===== config.mk =====
export PLATFORM = sky130hd
export DESIGN_NAME = wr_beat_tracker
export DESIGN_NICKNAME = d
export VERILOG_FILES = /design/src/rtl/wr_beat_tracker.sv
export SDC_FILE = /design/constraint.sdc
export NUM_CORES = 1
export LEC_CHECK = 0
export BUFFER_PORTS_ARGS = -buffer_cell sky130_fd_sc_hd__clkbuf_2
export CAP_MARGIN = 20
export CORE_MARGIN = 2
export CORE_UTILIZATION = 55
export CTS_BUF_LIST = sky130_fd_sc_hd__clkbuf_16
export DETAILED_ROUTE_END_ITERATION = 10
export PLACE_DENSITY_LB_ADDON = 0.08
export SYNTH_ARGS = -nofsm -noshare
export SYNTH_HDL_FRONTEND = slang
export SYNTH_SLANG_ARGS = --single-unit

===== constraint.sdc =====
create_clock -name clk_i -period 5.8 [get_ports clk_i]
set_input_delay 0.29 -clock clk_i [delete_from_list [all_inputs] [get_ports clk_i]]
set_output_delay 0.29 -clock clk_i [all_outputs]
set_load 0.01 [all_outputs]

===== src/rtl/wr_beat_tracker.sv =====
// Purpose: queues accepted AW burst lengths, counts W beats against the oldest burst, exports the W beats still owed.
// Latency: every output is registered; a handshake shows up on the outputs one cycle later.
// Backpressure: none; the block only watches the AW/W handshakes and never stalls either channel.

package wr_beat_tracker_pkg;

  typedef struct packed {
    logic [7:0] len;
  } aw_chan_t;

  typedef struct packed {
    logic last;
  } w_chan_t;

  typedef struct packed {
    logic     aw_valid;
    aw_chan_t aw;
    logic     w_valid;
    w_chan_t  w;
  } axi_req_t;

  typedef struct packed {
    logic aw_ready;
    logic w_ready;
  } axi_rsp_t;

endpackage

module wr_beat_tracker #(
  parameter int unsigned MaxWrTxns    = 8,
  parameter int unsigned PrescalerDiv = 1,
  parameter int unsigned AccuCntWidth = 16,
  parameter type         req_t        = wr_beat_tracker_pkg::axi_req_t,
  parameter type         rsp_t        = wr_beat_tracker_pkg::axi_rsp_t
) (
  input  logic                             clk_i,
  input  logic                             rst_i,
  input  req_t                             mst_req_i,
  input  rsp_t                             slv_rsp_i,
  input  logic                             flush_i,
  output logic [AccuCntWidth-1:0]          accum_burst_length_o,
  output logic [$clog2(MaxWrTxns+1)-1:0]   pending_bursts_o,
  output logic                             full_o,
  output logic                             w_unexpected_o,
  output logic                             w_last_err_o,
  output logic                             aw_overflow_o
);

  // A one-entry queue still needs a one-bit pointer to index the storage array.
  localparam int unsigned PtrW  = (MaxWrTxns > 1) ? $clog2(MaxWrTxns) : 1;
  localparam int unsigned CntW  = $clog2(MaxWrTxns + 1);
  // Enough room for every slot holding a 256-beat burst.
  localparam int unsigned RemW  = $clog2(MaxWrTxns * 256 + 1);
  localparam int unsigned Shift = $clog2(PrescalerDiv);
  // Saturation is evaluated at whichever width is larger, so the clamp works both ways.
  localparam int unsigned SatW  = (RemW > AccuCntWidth) ? RemW : AccuCntWidth;
  localparam logic [SatW-1:0] AccMax = SatW'({AccuCntWidth{1'b1}});

  // Burst length storage and queue bookkeeping.
  logic [7:0]      len_mem [MaxWrTxns];
  logic [PtrW-1:0] rd_ptr_q;
  logic [PtrW-1:0] wr_ptr_q;
  logic [CntW-1:0] count_q;
  logic [7:0]      beat_cnt_q;
  logic [RemW-1:0] rem_q;

  // Registered outputs that are not plain state copies.
  logic [AccuCntWidth-1:0] accum_q;
  logic                    full_q;
  logic                    w_unexpected_q;
  logic                    w_last_err_q;
  logic                    aw_overflow_q;

  // Per-cycle decode.
  logic                    aw_hs;
  logic                    w_hs;
  logic                    q_empty;
  logic                    q_full;
  logic [7:0]              head_len;
  logic                    w_matched;
  logic                    at_last_beat;
  logic                    head_pop;
  logic                    push;
  logic [8:0]              consumed;
  logic [8:0]              added;
  logic [RemW-1:0]         rem_nxt;
  logic [CntW-1:0]         count_nxt;
  logic [SatW-1:0]         rem_scaled;
  logic [AccuCntWidth-1:0] accum_nxt;

  // Circular pointer advance; wraps explicitly so non-power-of-two depths work.
  function automatic logic [PtrW-1:0] ptr_inc(input logic [PtrW-1:0] p);
    return (p == PtrW'(MaxWrTxns - 1)) ? '0 : p + 1'b1;
  endfunction

  // Handshake decode, head selection with empty-queue bypass, and next-state arithmetic.
  always_comb begin
    aw_hs   = mst_req_i.aw_valid & slv_rsp_i.aw_ready;
    w_hs    = mst_req_i.w_valid & slv_rsp_i.w_ready;
    q_empty = (count_q == '0);
    q_full  = (count_q == CntW'(MaxWrTxns));

    // With an empty queue the only burst a beat can belong to is one arriving this cycle.
    head_len     = q_empty ? mst_req_i.aw.len : len_mem[rd_ptr_q];
    w_matched    = w_hs & (~q_empty | aw_hs);
    at_last_beat = (beat_cnt_q == head_len);

    // A disagreeing last still retires the head so the tracker resynchronises.
    head_pop = w_matched & (mst_req_i.w.last | at_last_beat);

    // A same-cycle pop frees the slot a full queue would otherwise refuse.
    push = aw_hs & (~q_full | head_pop);

    // A popped head gives back all of its outstanding beats, not just the current one.
    consumed = 9'd0;
    if (head_pop) begin
      consumed = {1'b0, head_len} + 9'd1 - {1'b0, beat_cnt_q};
    end else if (w_matched) begin
      consumed = 9'd1;
    end

    added = push ? ({1'b0, mst_req_i.aw.len} + 9'd1) : 9'd0;

    rem_nxt   = rem_q + RemW'(added) - RemW'(consumed);
    count_nxt = count_q + CntW'(push) - CntW'(head_pop);

    rem_scaled = SatW'(rem_nxt) >> Shift;
    accum_nxt  = (rem_scaled > AccMax) ? AccMax[AccuCntWidth-1:0]
                                       : rem_scaled[AccuCntWidth-1:0];
  end

  // Burst length storage; contents of free slots are don't-care, so no reset is needed.
  always_ff @(posedge clk_i) begin
    if (!rst_i && !flush_i && push) begin
      len_mem[wr_ptr_q] <= mst_req_i.aw.len;
    end
  end

  // Queue state, beat counter, remaining-beat total and registered outputs; flush acts like reset.
  always_ff @(posedge clk_i) begin
    if (rst_i || flush_i) begin
      rd_ptr_q       <= '0;
      wr_ptr_q       <= '0;
      count_q        <= '0;
      beat_cnt_q     <= '0;
      rem_q          <= '0;
      accum_q        <= '0;
      full_q         <= 1'b0;
      w_unexpected_q <= 1'b0;
      w_last_err_q   <= 1'b0;
      aw_overflow_q  <= 1'b0;
    end else begin
      if (head_pop) begin
        rd_ptr_q <= ptr_inc(rd_ptr_q);
      end
      if (push) begin
        wr_ptr_q <= ptr_inc(wr_ptr_q);
      end
      if (head_pop) begin
        beat_cnt_q <= '0;
      end else if (w_matched) begin
        beat_cnt_q <= beat_cnt_q + 8'd1;
      end
      count_q        <= count_nxt;
      rem_q          <= rem_nxt;
      accum_q        <= accum_nxt;
      full_q         <= (count_nxt == CntW'(MaxWrTxns));
      w_unexpected_q <= w_hs & ~w_matched;
      w_last_err_q   <= w_matched & (mst_req_i.w.last != at_last_beat);
      aw_overflow_q  <= aw_hs & ~push;
    end
  end

  assign accum_burst_length_o = accum_q;
  assign pending_bursts_o     = count_q;
  assign full_o               = full_q;
  assign w_unexpected_o       = w_unexpected_q;
  assign w_last_err_o         = w_last_err_q;
  assign aw_overflow_o        = aw_overflow_q;

endmodule


==> metrics.yaml, run 1 <==
worst_setup_path:
  endpoint_kind: "register"
  worstSetupStartpointType: "register"
  path_max_fanout: 16
  required_ns: 6.08
  critical_path_class: "reg2reg"
  critical_path_arrival_ns: 5.56
sta:
  max_freq_mhz: 189
  maxSlewHeadroom: 0.378
  setup_violations: 0
  finClkSkew_ns: 0.00852
  setup-tns-final_ns: 0
  tightest_slew_ns: 0.929
  hold_viol: 0
  rsz0062_at_grt: "no"
  maxSlewViolCount: 0
  min_period_ns: 5.28
  finalCritPeriodShare: 0.910
  holdWs_ns: 0.242
clock_network:
  h-tree-depth: 3
  post_cts.repair.setup_buffers: 0
  ctsResizeCount: 0
  cts_tree: "built"
  clockRootBuffer: "clkbuf_16"
  cts_buffers: 9
  clk_latency_ns: 0.34
  postCtsHoldBufs: 0
  clk_path_buf_depth: 2
  clkTransAtPathRegs_ns: 0.07
  numClockSinks: 101
synth:
  yosysWarnings: 0
  ys_seq_elements: 101
  synth_common_cells: "edfxtp_1, inv_1, ha_1"
  async_flop_share: 0
  yosysSeqAreaShare: 0.497
  syn-cell-area_um2: 5360
  synth_top_cell_area_share: 0.359
  synth_area_leaders: "edfxtp_1, dfxtp_1, ha_1, mux4_2, fa_1"
  synth_ff_type: "edfxtp_1"
  syn_area_per_cell_um2: 11.8
  synth_cells: 453
  synth-edff-count: 64
  synth_cell_type_count: 50
  synth_top_area_cell: "edfxtp_1"
  synth_most_common_cell: "edfxtp_1"
placement:
  globalplace.congestion: 0.844
  io_buffers: 35
  hpwl_mm: 7.78
routing:
  postRouteWirelength_mm: 10.5
  drt_pass1_iterations: 5
  drt-initial-drc-count: 138
  drc_errors: 0
  via_per_inst: 5.33
  ant_nets: 0
  vias: 3377
  wl_per_cell_um: 16.5
floorplan:
  io_pins: 40
  core.rowCount: 36
  die_h_um: 103
  dieArea_um2: 10500
  die_x_um: 103
  start_util: 0.558
  core_um2: 9590
grt:
  grt_max_degree: 20
  grt_pass1_vias: 3244
  grt_pass1_wl_mm: 17.0
  grt_usage: 0.216
  antenna_found_initial: 0
  grt-ovfl-total: 0
run_status:
  status: "complete, no violations"
flow_run:
  cap_violations: 0
cells_and_area:
  diodes: 0
  area_delta_synth_final_pct: 11.5
  drive_above_1_share: 0.172
  fillers: 794
  nets: 562
pwr:
  leakage_nw: 2.29
  p_per_area_nw_per_um2: 339
  peakVddDrop_mv: 0.251
hold_path:
  hp-class: "in2reg"
==> area by class of cell <==
| cell class | instances | area, µm² | share of cell area |
|---|---|---|---|
| clock buffers | 9 | 225 | 0.0377 |
| clock inverters | 7 | 62.6 | 0.0105 |
| inverters | 48 | 180 | 0.0302 |
| multi-input cells | 292 | 2440 | 0.408 |
| flip-flops and latches | 101 | 2660 | 0.446 |
| well taps | 133 | 166 | 0.0279 |
| repair buffers | 43 | 235 | 0.0394 |
==> registers in the layout, summed over array words and instances (netlist names), named ones only <==
register	cells
len_mem	64
rem_q	12
beat_cnt_q	8
pending_bursts_o	4
rd_ptr_q	3
wr_ptr_q	3
aw_overflow_o	1
full_o	1
w_last_err_o	1
w_unexpected_o	1
==> worst paths after layout <==
check,start,endpoint,slack (ns),cells after the start
max,register,rem_q[11],0.52,21
min,flush_i,rem_q[7],0.24,3
max reg2reg,register,rem_q[11],0.52,21
min reg2reg,rd_ptr_q[1],register,0.49,2
==> metrics by stage <==
stage               worst slack [ns]  instances  instance area [µm²]  total power, mW   util
finish                         0.521        633                 5970             2.03  0.622
global route                   0.104        633                 5970             2.16  0.622
CTS                            0.472        633                 5970             2.04  0.622
detailed placement             0.497        617                 5680             1.45  0.592
global placement               0.590        617                 5680             1.45  0.592
floorplan                      0.667        456                 5370             1.31      -
==> critical path, stage by stage (launching register included) <==
cell and delay (ns):
dfxtp_1 0.31, buf_4 0.30, mux4_2 0.54, mux2i_1 0.18, o21ai_0 0.14, ha_1 0.40
nand4_1 0.12, or2_2 0.31, ha_1 0.20, inv_1 0.09, nand3_1 0.07, a31oi_1 0.17
buf_4 0.23, nand2_1 0.09, fa_1 0.48, inv_1 0.04, ha_1 0.38, a21oi_2 0.25
o2111ai_2 0.18, a41o_1 0.24, a2111o_1 0.41, o21ai_0 0.07
==> per-layer routing <==
| metal | up-vias | part of all wire | GRT usage |
|---|---|---|---|
| met4 | 0 | 0.0086 | 0.0431 |
| li1 | 1680 | - | - |
| met3 | 8 | 0.041 | 0.0434 |
| met5 | - | 0 | 0 |
| met1 | 1627 | 0.47 | 0.314 |
| met2 | 62 | 0.48 | 0.340 |
==> logic make-up (layout without fill, tap and decap cells) <==
| group | count (synthesis) | count (layout) | synth area share |
|---|---|---|---|
| AOI/OAI and AO/OA | 57 | 57 | 0.0727 |
| xor gates and xnor gates | 23 | 23 | 0.0376 |
| adders and majority gates | 51 | 51 | 0.135 |
| buffers and inverters | 63 | 107 | 0.0495 |
| DFF | 101 | 101 | 0.497 |
| muxes | 29 | 29 | 0.0916 |
| other | 1 | 4 | 0.000700 |
| and+or+nand+nor | 128 | 128 | 0.116 |
==> power breakdown <==
| group | switching, mW | internal, mW | total (mW) |
|---|---|---|---|
| Combinational | 0.348 | 0.282 | 0.630 |
| Sequential | 0.0183 | 0.791 | 0.809 |
| Clock | 0.286 | 0.302 | 0.588 |
==> placed cells by master (no fill, tap or decap), types with 4 or more instances in the layout <==
cell type  synthesis  layout
nor2_1            38      38
dfxtp_1           37      37
conb_1             1       4
o21a_1             8       8
nand2b_1           4       4
o21ai_0           15      15
nand4_1            7       7
xor2_1             7       7
a21oi_1           14      14
mux2i_1           13      13
and2_1             6       6
clkbuf_16          0       9
fa_1              11      11
xnor2_1           16      16
ha_1              40      40
nand3_1            9       9
nor3_1            12      12
edfxtp_1          64      64
inv_1             48      48
mux4_2            16      16
buf_4              7       8
clkbuf_2           0      35
nand2_1           33      33
(Power assumes the default switching activity.)
==> run 2, diff against run 1 <==
Settings changed: CORE_ASPECT_RATIO from default to 2, CTS_CLUSTER_DIAMETER from default to 200.
==> run 2 against run 1 <==
Net effect: final area is 0.46% lower; worst setup slack worse by 0.13 ns; combinational power is 3% higher; cell count is 0.16% lower; sequential power hardly changed; wire length is 9.0% higher; non-clock buffer count stayed put; first-iteration DRC count is 8.7% lower; sequential share of layout area is 0.21 points higher; largest cell class unchanged.
==> metrics.yaml, run 2 (same netlist as run 1, synthesis figures left out) <==
run_status:
  status: "complete, no violations"
worst_setup_path:
  required_ns: 6.07
  worstSetupStartpointType: "register"
  critical_path_class: "reg2reg"
  crit_slowest_cell: "mux4_2"
  regToRegSetupSlack_ns: 0.39
  path_max_fanout: 16
  ff2ff_path_depth: 21
  endpoint: "rem_q[11]"
  crit_chain: "buf_4, mux4_2, mux2i_1, o21ai_0, ha_1, nand4_1, or2_2, ha_1, inv_1, nand3_1, a31oi_1, buf_4, nand2_1, fa_1, inv_1, ha_1, a21oi_2, o2111ai_2, a41o_1, a2111o_1, o21ai_0"
  endpoint_kind: "register"
  cp_slowest_stage_delay_ns: 0.55
  reg2reg_to: "rem_q[11]"
  critical_path_arrival_ns: 5.68
  cpMostUsedCell: "ha_1"
placement:
  placed_cell_area_um2: 5680
  globalplace.congestion: 0.820
  hpwl_mm: 8.77
  io_buffers: 35
cells_and_area:
  utilization: 0.617
  drive_above_1_share: 0.166
  largestRegisters: "len_mem: 64 flops, rem_q: 12 flops, beat_cnt_q: 8 flops"
  layout_common_cells: "edfxtp_1, inv_1, ha_1, nor2_1, dfxtp_1"
  largest_reg_flops: 64
  diodes: 0
  final_area_um2: 5940
  regMostFlops: "len_mem"
  area_delta_synth_final_pct: 11.0
  fillers: 779
  final_common_cell: "edfxtp_1"
  nets: 562
grt:
  grt_max_degree: 18
  grt_pass1_vias: 3623
  antenna_found_initial: 0
  met3_usage: 0.0337
  grt_usage: 0.234
  grt-ovfl-total: 0
  grt_use_met2: 0.445
  grt_pass1_wl_mm: 18.0
  met1_usage: 0.236
  top_usage_layer: "met2"
pwr:
  leakage_nw: 2.29
  pwr-share-clk: 0.270
  power.switching_mw: 0.641
  intPower_mw: 1.36
  p_per_area_nw_per_um2: 336
  peakVddDrop_mv: 0.357
  seqPwrFrac: 0.405
  switching_share: 0.321
  comb_power_share: 0.325
clock_network:
  ctsResizeCount: 0
  postCtsHoldBufs: 0
  cts_buffers: 9
  clkTransAtPathRegs_ns: 0.07
  numClockSinks: 101
  clockRootBuffer: "clkbuf_16"
  cts_tree: "built"
  post_cts.repair.setup_buffers: 0
  clk_path_buf_depth: 2
  h-tree-depth: 3
  clk_latency_ns: 0.34
sta:
  min_period_ns: 5.41
  max_freq_mhz: 185
  hold_viol: 0
  maxSlewViolCount: 0
  setup_violations: 0
  rsz0062_at_grt: "no"
  maxSlewHeadroom: 0.361
  finalCritPeriodShare: 0.933
  finClkSkew_ns: 0.00723
  setup-tns-final_ns: 0
  tightest_slew_ns: 0.954
  holdWs_ns: 0.244
routing:
  drt_pass1_iterations: 4
  postRouteWirelength_mm: 11.4
  drc_errors: 0
  via_per_inst: 5.43
  wl_per_cell_um: 18.0
  drt-initial-drc-count: 126
  ant_nets: 0
  vias: 3433
hold_path:
  hp-class: "in2reg"
floorplan:
  core_um2: 9640
  start_util: 0.556
  die_x_um: 73.8
  io_pins: 40
  dieArea_um2: 10600
  die_h_um: 144
  core.rowCount: 51
flow_run:
  cap_violations: 0
==> run 2: worst min-delay path by stage <==
stage | cells past startpoint | end | start
2_1_floorplan | 0 | len_mem[0][0] | mst_req_i[2]
3_3_place_gp | 2 | rd_ptr_q[2] | rd_ptr_q[2]
3_5_place_dp | 2 | rd_ptr_q[1] | rd_ptr_q[1]
4_1_cts | 3 | rem_q[7] | rst_i
5_1_grt | 3 | rem_q[7] | rst_i
6_report | 3 | rem_q[7] | flush_i
==> run 2: final cells by class <==
class	instances	area [µm²]	area share
Clock buffer	9	225	0.0379
Clock inverter	7	36.3	0.00611
Inverter	48	180	0.0303
Multi-Input combinational cell	292	2440	0.410
Sequential cell	101	2660	0.448
Tap cell	132	165	0.0278
Timing Repair Buffer	43	235	0.0396
==> run 2: layer usage <==
| layer | up-vias | share of wire |
|---|---|---|
| li1 | 1685 | - |
| met1 | 1685 | 0.36 |
| met2 | 43 | 0.58 |
| met3 | 20 | 0.019 |
| met4 | 0 | 0.040 |
| met5 | - | 0 |
==> run 2: through the flow <==
step                      instances  total power [mW]  setup WS [ns]
after floorplan                 456              1.31          0.667
after global placement          616              1.47          0.536
after detailed placement        616              1.47          0.378
after CTS                       632              2.01          0.362
after global routing            632              2.12         0.0121
final                           632              2.00          0.387
==> run 2: power by group through the flow <==
stage / clock network, mW / registers, mW / logic [mW]
after floorplan: 0 / 0.835 / 0.477
after global placement: 0 / 0.826 / 0.640
after detailed placement: 0 / 0.826 / 0.649
after CTS: 0.549 / 0.810 / 0.653
after global routing: 0.577 / 0.813 / 0.733
final: 0.539 / 0.810 / 0.649
==> run 2: worst max-delay path, delay by kind of cell (launching register included) <==
kind                       cells  cell delay (ns)
AOI/OAI and AO/OA              7             1.60
adders and majority gates      4             1.44
buffers and inverters          4             0.69
DFF                            1             0.31
muxes                          2             0.72
and+or+nand+nor                4             0.56
==> run 3, diff against run 2 <==
Settings changed: CELL_PAD_IN_SITES_DETAIL_PLACEMENT from default to 1, CELL_PAD_IN_SITES_GLOBAL_PLACEMENT from default to 2, CORE_UTILIZATION 55 to 44.
Clock period 5.8 ns to 6.6 ns, I/O delays scaled along.
==> run 3 against run 2 <==
Net effect: combinational power is 12% lower; sequential cell count stayed put; sequential power is 12% lower; critical endpoint unchanged; clock skew is 0.0017 ns higher; clock power is 2% lower; global-route usage is 2.2 points lower; via count is 1.3% higher; count of clock-buffer cells in the layout stayed put; worst setup slack better by 0.79 ns; power is 9.4% lower.
==> metrics.yaml, run 3 (same netlist as run 1, synthesis figures left out) <==
clock_network:
  clk_latency_ns: 0.35
  post_cts.repair.setup_buffers: 0
  cts_buffers: 9
  clk_path_buf_depth: 2
  postCtsHoldBufs: 0
  numClockSinks: 101
  clockRootBuffer: "clkbuf_16"
  h-tree-depth: 3
  clkTransAtPathRegs_ns: 0.07
  cts_tree: "built"
  ctsResizeCount: 0
grt:
  grt_max_degree: 20
  antenna_found_initial: 0
  grt_pass1_wl_mm: 20.5
  grt_pass1_vias: 3951
  grt-ovfl-total: 0
  grt_usage: 0.213
floorplan:
  core.rowCount: 57
  io_pins: 40
  core_um2: 12000
  start_util: 0.447
  die_h_um: 160
  dieArea_um2: 13100
  die_x_um: 82.0
sta:
  rsz0062_at_grt: "no"
  min_period_ns: 5.42
  max_freq_mhz: 184
  maxSlewHeadroom: 0.371
  finalCritPeriodShare: 0.822
  finClkSkew_ns: 0.00891
  tightest_slew_ns: 0.940
  maxSlewViolCount: 0
  hold_viol: 0
  setup-tns-final_ns: 0
  setup_violations: 0
  holdWs_ns: 0.274
routing:
  ant_nets: 0
  m1WireLength_mm: 4.87
  vias: 3478
  drt_pass1_iterations: 4
  wl_met2_mm: 7.26
  drc_errors: 0
  top_layer: "met4"
  drt-initial-drc-count: 122
  via_per_inst: 5.40
  postRouteWirelength_mm: 12.6
  wl_per_cell_um: 19.6
  met3_length_um: 301
cells_and_area:
  fin_cells: 644
  largest_reg_flops: 64
  diodes: 0
  layout_common_cells: "edfxtp_1, inv_1, ha_1, nor2_1, dfxtp_1"
  nets: 559
  regMostFlops: "len_mem"
  area_delta_synth_final_pct: 11.5
  drive_above_1_share: 0.167
  final_common_cell: "edfxtp_1"
  largestRegisters: "len_mem: 64 flops, rem_q: 12 flops, beat_cnt_q: 8 flops"
  utilization: 0.498
worst_setup_path:
  endpoint_kind: "register"
  critical_path_class: "reg2reg"
  critical_path_arrival_ns: 5.70
  required_ns: 6.88
  path_max_fanout: 16
  worstSetupStartpointType: "register"
run_status:
  status: "complete, no violations"
hold_path:
  hp-class: "in2reg"
pwr:
  leakage_nw: 2.28
  p_per_area_nw_per_um2: 303
  peakVddDrop_mv: 0.170
flow_run:
  cap_violations: 0
placement:
  io_buffers: 35
  dp.cells: 628
  hpwl_mm: 9.47
  globalplace.congestion: 0.791
## run 3: cell types whose count changed in the layout (fill, tap and decap cells not counted)
cell,change
inv_2,-1
inv_1,-3
buf_4,-3
inv_8,+2
clkinv_4,+1
clkinv_8,+1
## run 3: layout make-up
type | instances | area (µm²)
sequential | 101 | 2660
fill | 1307 | 6010
inverter | 48 | 180
multi-input combinational | 292 | 2440
tap | 147 | 184
timing repair buffer | 40 | 213
clock inverter | 7 | 68.8
clock buffer | 9 | 225
## run 3: report_power, final
| group | internal, mW | leakage [nW] | total, mW | switching [mW] |
|---|---|---|---|---|
| Sequential | 0.695 | 0.876 | 0.711 | 0.0159 |
| Combinational | 0.247 | 1.26 | 0.572 | 0.325 |
| Clock | 0.266 | 0.143 | 0.529 | 0.263 |
## run 3: path summary, 6_finish.rpt
kind	end	depth (start not counted)	startpoint	slack, ns
worst max-delay path	rem_q[11]	21	register	1.18
worst min-delay path	rem_q[7]	3	rst_i	0.27
worst max register to register	rem_q[11]	21	register	1.18
worst min register to register	register	2	rd_ptr_q[0]	0.50
## run 3: metal layers
| metal | GRT usage | up-vias |
|---|---|---|
| met5 | 0 | - |
| met3 | 0.0345 | 13 |
| li1 | - | 1674 |
| met2 | 0.386 | 37 |
| met4 | 0.0636 | 0 |
| met1 | 0.248 | 1754 |
## run 3: critical path: stages (launching register included)
cell	delay [ns]
dfxtp_1	0.85
mux4_2	0.41
mux2i_1	0.22
nor2_1	0.07
a21oi_1	0.19
ha_1	0.18
inv_1	0.05
ha_1	0.23
fa_1	0.42
a21o_1	0.18
a21oi_1	0.22
o21ai_0	0.15
xnor2_1	0.17
nor2_1	0.09
fa_1	0.51
inv_1	0.04
ha_1	0.38
nand3_1	0.12
o2111ai_2	0.14
a41o_1	0.25
a2111o_1	0.40
o21ai_0	0.08
## run 3: through the flow
step	power (mW)	area (µm²)	setup slack, ns
6_report	1.81	5970	1.18
5_1_grt	1.93	5970	0.747
4_1_cts	1.84	5970	1.10
3_5_place_dp	1.31	5680	1.13
3_3_place_gp	1.29	5680	1.26
2_1_floorplan	1.15	5370	1.47
